==> config.mk <==
export PLATFORM = sky130hd
export DESIGN_NAME = shift_exec_stage
export DESIGN_NICKNAME = d
export VERILOG_FILES = /design/src/rtl/mips_shift_pkg.sv /design/src/rtl/shift_exec_stage_shifter.sv /design/src/rtl/shift_exec_stage.sv
export SDC_FILE = /design/constraint.sdc
export NUM_CORES = 1
export LEC_CHECK = 0
export CORE_ASPECT_RATIO = 1.5
export CORE_MARGIN = 2
export CORE_UTILIZATION = 45
export CTS_BUF_LIST = sky130_fd_sc_hd__clkbuf_2 sky130_fd_sc_hd__clkbuf_4 sky130_fd_sc_hd__clkbuf_8
export DETAILED_ROUTE_END_ITERATION = 10
export HOLD_SLACK_MARGIN = 0.08
export PLACE_DENSITY = 0.74
export SYNTH_ARGS = -nofsm -noshare
export SYNTH_HDL_FRONTEND = slang
export SYNTH_SLANG_ARGS = --single-unit
==> constraint.sdc <==
create_clock -name clk -period 4.25 [get_ports clk]
set_input_delay 0.85 -clock clk [delete_from_list [all_inputs] [get_ports clk]]
set_output_delay 0.85 -clock clk [all_outputs]
set_load 0.05 [all_outputs]
==> src/rtl/mips_shift_pkg.sv <==
// -----------------------------------------------------------------------------
// mips_shift_pkg
// Shared definitions for the MIPS32 execute-stage barrel shifter:
//   - sro_e       : shifter operation select (SLL / SRL / SRA)
//   - FN_*        : R-type funct codes of the six shift instructions
//   - s1_entry_t  : operand/control bundle held in pipeline stage S1
// -----------------------------------------------------------------------------
package mips_shift_pkg;

    // Shift-operation select driven into the shifter. Code 2'b11 is never generated.
    typedef enum logic [1:0] {
        SRO_SLL = 2'b00,
        SRO_SRL = 2'b01,
        SRO_SRA = 2'b10
    } sro_e;

    localparam logic [5:0] FN_SLL  = 6'b000000;
    localparam logic [5:0] FN_SRL  = 6'b000010;
    localparam logic [5:0] FN_SRA  = 6'b000011;
    localparam logic [5:0] FN_SLLV = 6'b000100;
    localparam logic [5:0] FN_SRLV = 6'b000110;
    localparam logic [5:0] FN_SRAV = 6'b000111;

    // Decoded instruction as stored in S1. The destination register lives
    // outside the struct because its width is a parameter of the stage.
    typedef struct packed {
        logic [31:0] data;     // RtVal, the value to shift
        sro_e        sro;      // operation select
        logic [4:0]  sa;       // shift amount, always 0..31
        logic        illegal;  // funct was not a shift
    } s1_entry_t;

endpackage

==> src/rtl/shift_exec_stage_shifter.sv <==
// -----------------------------------------------------------------------------
// shift_exec_stage_shifter
// Combinational 32-bit barrel shifter.
// Ports:
//   data_i    [31:0]  value to shift
//   sro_i     sro_e   operation: SLL, SRL or SRA (sign-replicating)
//   sa_i      [4:0]   shift amount 0..31
//   result_o  [31:0]  shifted value
// -----------------------------------------------------------------------------
module shift_exec_stage_shifter
    import mips_shift_pkg::*;
(
    input  logic [31:0] data_i,
    input  sro_e        sro_i,
    input  logic [4:0]  sa_i,
    output logic [31:0] result_o
);

    always_comb begin
        // NOTE: every always_comb output gets a value on every path (here the
        // default arm) so synthesis never infers a latch.
        case (sro_i)
            SRO_SLL: result_o = data_i << sa_i;
            SRO_SRL: result_o = data_i >> sa_i;
            SRO_SRA: result_o = $unsigned($signed(data_i) >>> sa_i);
            default: result_o = data_i;
        endcase
    end

endmodule

==> src/rtl/shift_exec_stage.sv <==
// -----------------------------------------------------------------------------
// shift_exec_stage
// Execute-stage wrapper around the barrel shifter. R-type shift instructions
// are decoded into {data, sro, sa} and registered in S1; S1 drives the
// combinational shifter whose result is captured with the destination
// register in S2. Two-deep valid/ready pipeline with stall and flush.
// Ports:
//   clk, reset          rising-edge clock, synchronous active-high reset
//   Flush               kills S1 and S2 contents next cycle
//   InValid / InReady   upstream handshake
//   Funct, Shamt        instruction fields
//   RtVal, RsVal        value to shift / variable shift source (bits [4:0])
//   RdIdx               destination register
//   OutValid / OutReady writeback handshake
//   Result, OutRd       shifted value and its destination register
//   Illegal             S2 entry came from a non-shift funct
// -----------------------------------------------------------------------------
module shift_exec_stage
    import mips_shift_pkg::*;
#(
    parameter int RD_W         = 5,
    parameter int ILLEGAL_PASS = 1  // 1: carry illegal ops with Illegal=1, 0: drop at S1
) (
    input  logic            clk,
    input  logic            reset,
    input  logic            Flush,
    input  logic            InValid,
    output logic            InReady,
    input  logic [5:0]      Funct,
    input  logic [4:0]      Shamt,
    input  logic [31:0]     RtVal,
    input  logic [31:0]     RsVal,
    input  logic [RD_W-1:0] RdIdx,
    output logic            OutValid,
    input  logic            OutReady,
    output logic [31:0]     Result,
    output logic [RD_W-1:0] OutRd,
    output logic            Illegal
);

    function automatic s1_entry_t decode(input logic [5:0]  funct,
                                         input logic [4:0]  shamt,
                                         input logic [4:0]  rs_sa,
                                         input logic [31:0] rt);
        s1_entry_t e;
        e.data    = rt;
        e.sro     = SRO_SLL;
        e.sa      = 5'd0;
        e.illegal = 1'b0;
        case (funct)
            FN_SLL:  e.sa = shamt;
            FN_SRL:  begin e.sro = SRO_SRL; e.sa = shamt; end
            FN_SRA:  begin e.sro = SRO_SRA; e.sa = shamt; end
            FN_SLLV: e.sa = rs_sa;
            FN_SRLV: begin e.sro = SRO_SRL; e.sa = rs_sa; end
            FN_SRAV: begin e.sro = SRO_SRA; e.sa = rs_sa; end
            // Unknown funct degenerates to SLL 0, so Result equals RtVal.
            default: e.illegal = 1'b1;
        endcase
        return e;
    endfunction

    // Only the low five bits of RsVal form a shift amount.
    logic unused_rs_hi;
    assign unused_rs_hi = ^RsVal[31:5];

    logic            s1_valid_q, s1_valid_d;
    s1_entry_t       s1_q, s1_d;
    logic [RD_W-1:0] s1_rd_q, s1_rd_d;
    logic            s2_valid_q, s2_valid_d;
    logic [31:0]     s2_result_q, s2_result_d;
    logic [RD_W-1:0] s2_rd_q, s2_rd_d;
    logic            s2_illegal_q, s2_illegal_d;

    logic            advance1, advance2;
    logic            load_s1;
    s1_entry_t       in_entry;
    logic [31:0]     shift_result;

    assign advance2 = !s2_valid_q | OutReady;
    assign advance1 = !s1_valid_q | advance2;
    assign in_entry = decode(Funct, Shamt, RsVal[4:0], RtVal);
    // Illegal ops are still accepted when dropped, so InReady never depends on Funct.
    assign load_s1  = InValid & advance1 & ((ILLEGAL_PASS != 0) | !in_entry.illegal);

    shift_exec_stage_shifter u_shifter (
        .data_i   (s1_q.data),
        .sro_i    (s1_q.sro),
        .sa_i     (s1_q.sa),
        .result_o (shift_result)
    );

    always_comb begin
        s1_valid_d   = s1_valid_q;
        s1_d         = s1_q;
        s1_rd_d      = s1_rd_q;
        s2_valid_d   = s2_valid_q;
        s2_result_d  = s2_result_q;
        s2_rd_d      = s2_rd_q;
        s2_illegal_d = s2_illegal_q;

        if (Flush) begin
            // Flush wins over push and pop; S2 data holds so outputs stay stable.
            s1_valid_d = 1'b0;
            s2_valid_d = 1'b0;
        end else begin
            if (advance2) begin
                s2_valid_d = s1_valid_q;
                // Bubbles do not disturb Result/OutRd/Illegal.
                if (s1_valid_q) begin
                    s2_result_d  = shift_result;
                    s2_rd_d      = s1_rd_q;
                    s2_illegal_d = s1_q.illegal;
                end
            end
            if (advance1) begin
                s1_valid_d = load_s1;
                if (load_s1) begin
                    s1_d    = in_entry;
                    s1_rd_d = RdIdx;
                end
            end
        end
    end

    // NOTE: state registers use non-blocking assignments so every flop samples
    // the pre-edge value of its neighbours, independent of statement order.
    always_ff @(posedge clk) begin
        if (reset) begin
            // NOTE: the data registers are reset along with the valid bits
            // because Result/OutRd/Illegal must read 0 after reset.
            s1_valid_q   <= 1'b0;
            s1_q         <= '0;
            s1_rd_q      <= '0;
            s2_valid_q   <= 1'b0;
            s2_result_q  <= '0;
            s2_rd_q      <= '0;
            s2_illegal_q <= 1'b0;
        end else begin
            s1_valid_q   <= s1_valid_d;
            s1_q         <= s1_d;
            s1_rd_q      <= s1_rd_d;
            s2_valid_q   <= s2_valid_d;
            s2_result_q  <= s2_result_d;
            s2_rd_q      <= s2_rd_d;
            s2_illegal_q <= s2_illegal_d;
        end
    end

    assign InReady  = advance1;
    assign OutValid = s2_valid_q;
    assign Result   = s2_result_q;
    assign OutRd    = s2_rd_q;
    assign Illegal  = s2_illegal_q;

endmodule

==> impl_metrics.csv <==
group,metric,value,unit
clock_tree,cts_setup_buffers,0,
critical_path,path_max_fanout,6,
clock_tree,worstSkewPairLatency,0.41,ns
power,total_leakage_power,3.00,nW
clock_tree,post_cts_hold_buffer_count,0,
clock_tree,numCtsBuffers,9,
timing,finalHoldViolations,0,
timing,final_period_minus_worst_setup_slack,3.37,ns
global_routing,grt_antenna_before_repair,0,
worst_hold_path,timing.hold.worst.class,"register to register",
critical_path,critical_path_buf_inv_count,2,
floorplanning,placement_rows,59,
yosys,combinational_family_with_the_most_area_after_synthesis,"multiplexers",
critical_path,critical_path.max_stage_delay,0.73,ns
routing,via_per_inst,7.05,
place,gpl.final_weighted_congestion,1.07,
clock_tree,tritoncts,"done",
timing,setup_viol,0,
floorplanning,die-area,18800,µm²
yosys,ys_seq_elements,85,
yosys,synth-xor-area-share,0.110,%
yosys,net_count_after_synthesis,1064,
routing,detail-route-antenna-nets,0,
critical_path,cp_slowest_cell,"sky130_fd_sc_hd__clkdlybuf4s50_1",
clock_tree,ctsResizeCount,0,
floorplanning,die_h,167,µm
critical_path,cp.required,3.40,ns
final_layout,n_antenna_cell,0,
routing,drt_iter0_markers,1058,
timing,fin_skew,0.0176,ns
critical_path,crit_chain,"clkdlybuf4s50_1 -> nor2b_1 -> nand2_1 -> clkdlybuf4s50_1",
timing,timing.max_slew.rel_slack,16.8,%
timing,timing.fmax,297,MHz
yosys,avgSynthCellArea,8.13,µm²
clock_tree,cts_num_sinks,85,
final_layout,drive_above_1_share,15.6,%
power,power_density,221,nW/µm²
yosys,synth_edf_count,0,
yosys,number_of_distinct_library_cells_after_synthesis,81,
yosys,synth-simple-area-share,18.6,%
timing,tightest_slew,1.23,ns
final_layout,fin_nets,1082,
yosys,async_reset_ff_share,0,%
floorplanning,design.portCount,125,
routing,post-route-drc-count,0,
yosys,synth_compound_area_share,22.3,%
yosys,synth.yosys.seq_area_share,21.4,%
final_layout,final_common_cell,"sky130_fd_sc_hd__nand2_1",
routing,route.vias.total,8568,
critical_path,cp.arrival,2.52,ns
timing,setup_slack,0.880,ns
yosys,synth_warnings,0,
global_routing,grt_first_pass_wirelength,49400,µm
clock_tree,reg_clk_slew_reported_paths,0.10,ns
global_routing,grt_usage,34.3,%
critical_path,end_kind,"primary output",
critical_path,critPathMostFrequentCell,"sky130_fd_sc_hd__clkdlybuf4s50_1",
flow_run,maxCapViolations,0,
floorplanning,floorplan.initialDensity,45.9,%
timing,rsz0062_at_grt,"no",
critical_path,crit_path_start_kind,"input port",
yosys,synth_top_flop_cell,"sky130_fd_sc_hd__dfxtp_1",
final_layout,syn2layout_area_growth,14.4,%
critical_path,cp_top_family,"buffers and inverters",
global_routing,first_global_vias,8061,
timing,hold-worst-slack,0.454,ns
place,post-dp-hpwl,23000,µm
timing,fin_tns_setup,0,ns
timing,post-route-period-util,79.3,%
place,dp_worst_setup_slack,0.911,ns
yosys,post_synth_mux_area_share,29.3,%
clock_tree,cts_root_buf,"sky130_fd_sc_hd__clkbuf_8",
routing,wire_per_inst,27.0,µm
yosys,post_synth_inst_count,979,
clock_tree,clk_path_buf_depth,2,
floorplanning,core_area,17300,µm²
timing,final_max_slew_viol_count,0,
place,placement.io_buffers,97,
final_layout,most-common-layout-cells,"159 x sky130_fd_sc_hd__nand2_1, 96 x sky130_fd_sc_hd__clkdlybuf4s50_1, 91 x sky130_fd_sc_hd__nor2_1",
global_routing,gr-total-overflow,0,
power,vdd_drop_max,0.000187,V
routing,drt_wl_total,32800,µm
final_layout,layout.core_utilization,52.5,%
global_routing,grt_max_degree,72,
clock_tree,cts_htree_levels,3,
yosys,syn_area,7960,µm²
floorplanning,fp.dieW,113,µm
yosys,post_synth_fa_ha_maj_area_fraction,0,%
critical_path,worst_setup_path_type,"input port to primary output",
status,run_status,"complete, no violations",
routing,firstDrtPassIters,6,
==> synthesized netlist by cell type, types with 9 or more instances <==
cell,instances,share of area [%]
sky130_fd_sc_hd__a211oi_1,9,0.85
sky130_fd_sc_hd__a21oi_1,85,5.3
sky130_fd_sc_hd__a31oi_1,11,0.86
sky130_fd_sc_hd__and3_1,9,0.71
sky130_fd_sc_hd__buf_2,24,1.5
sky130_fd_sc_hd__buf_6,11,1.6
sky130_fd_sc_hd__clkbuf_1,73,3.4
sky130_fd_sc_hd__dfxtp_1,85,21
sky130_fd_sc_hd__mux2_2,27,3.8
sky130_fd_sc_hd__mux2i_1,60,7.5
sky130_fd_sc_hd__mux4_2,57,16
sky130_fd_sc_hd__nand2_1,159,7.5
sky130_fd_sc_hd__nand3_1,12,0.75
sky130_fd_sc_hd__nor2_1,92,4.3
sky130_fd_sc_hd__nor3_1,25,1.6
sky130_fd_sc_hd__o211ai_1,11,1.0
sky130_fd_sc_hd__o21ai_0,31,1.9
sky130_fd_sc_hd__o21ai_1,16,1.0
==> flip-flops by register name, summed over array words and instances (netlist names) <==
register and flops:
s1_rd_q 5, Result 32, s1_valid_q 1, OutRd 5, Illegal 1, OutValid 1, s1_q 40
==> worst register-to-register path, delay by kind of cell, from the launching register on <==
family          cells  cell delay, ns
compound gates      3            0.99
flops               1            0.89
mux                 2            0.70
buf+inv             1            0.49
simple gates        1            0.13
==> cell families (layout without fill, tap and decap cells) <==
kind of cell	count (synthesis)	count (layout)
buffers and inverters	130	153
AOI/OAI and AO/OA	266	266
xor gates and xnor gates	1	1
and+or+nand+nor	342	342
muxes	155	155
DFF	85	85
==> stage by stage <==
step	std cells	power, mW	cell area [µm²]
3_5_place_dp	1199	1.26	8860
2_1_floorplan	979	1.10	7960
3_3_place_gp	1199	1.26	8860
6_report	1215	2.02	9110
5_1_grt	1215	2.07	9110
4_1_cts	1215	2.00	9110
==> area by class of cell <==
cell class | instances | area, µm²
fillers | 1667 | 8240
inverters | 8 | 35.0
well taps | 213 | 267
clock buffers | 9 | 124
multi-input cells | 764 | 5620
repair buffers | 129 | 1230
flip-flops and latches | 85 | 1710
clock inverters | 7 | 126
==> path summary, 6_finish.rpt <==
check	startpoint	endpoint	slack, ns	depth (start not counted)
max	OutReady	InReady	0.88	4
min	s1_q[0]	Illegal	0.45	2
max reg2reg	s1_q[2]	Result[17]	1.00	7
min reg2reg	s1_q[0]	Illegal	0.45	2
==> routing by layer <==
| metal | track usage [%] | share of wire, % | up-vias |
|---|---|---|---|
| met5 | 0 | 0 | - |
| met2 | 52.7 | 45 | 595 |
| li1 | - | - | 3666 |
| met3 | 6.37 | 10 | 192 |
| met4 | 24.8 | 8.8 | 0 |
| met1 | 42.8 | 36 | 4115 |
==> power breakdown <==
group	leakage [nW]	internal (mW)	total [mW]	switching [mW]
Sequential	0.693	0.819	0.887	0.0686
Combinational	2.19	0.171	0.371	0.199
Clock	0.122	0.399	0.758	0.360
Total	3.00	1.39	2.02	0.628
Note: power is estimated with default switching activity, not from simulation.
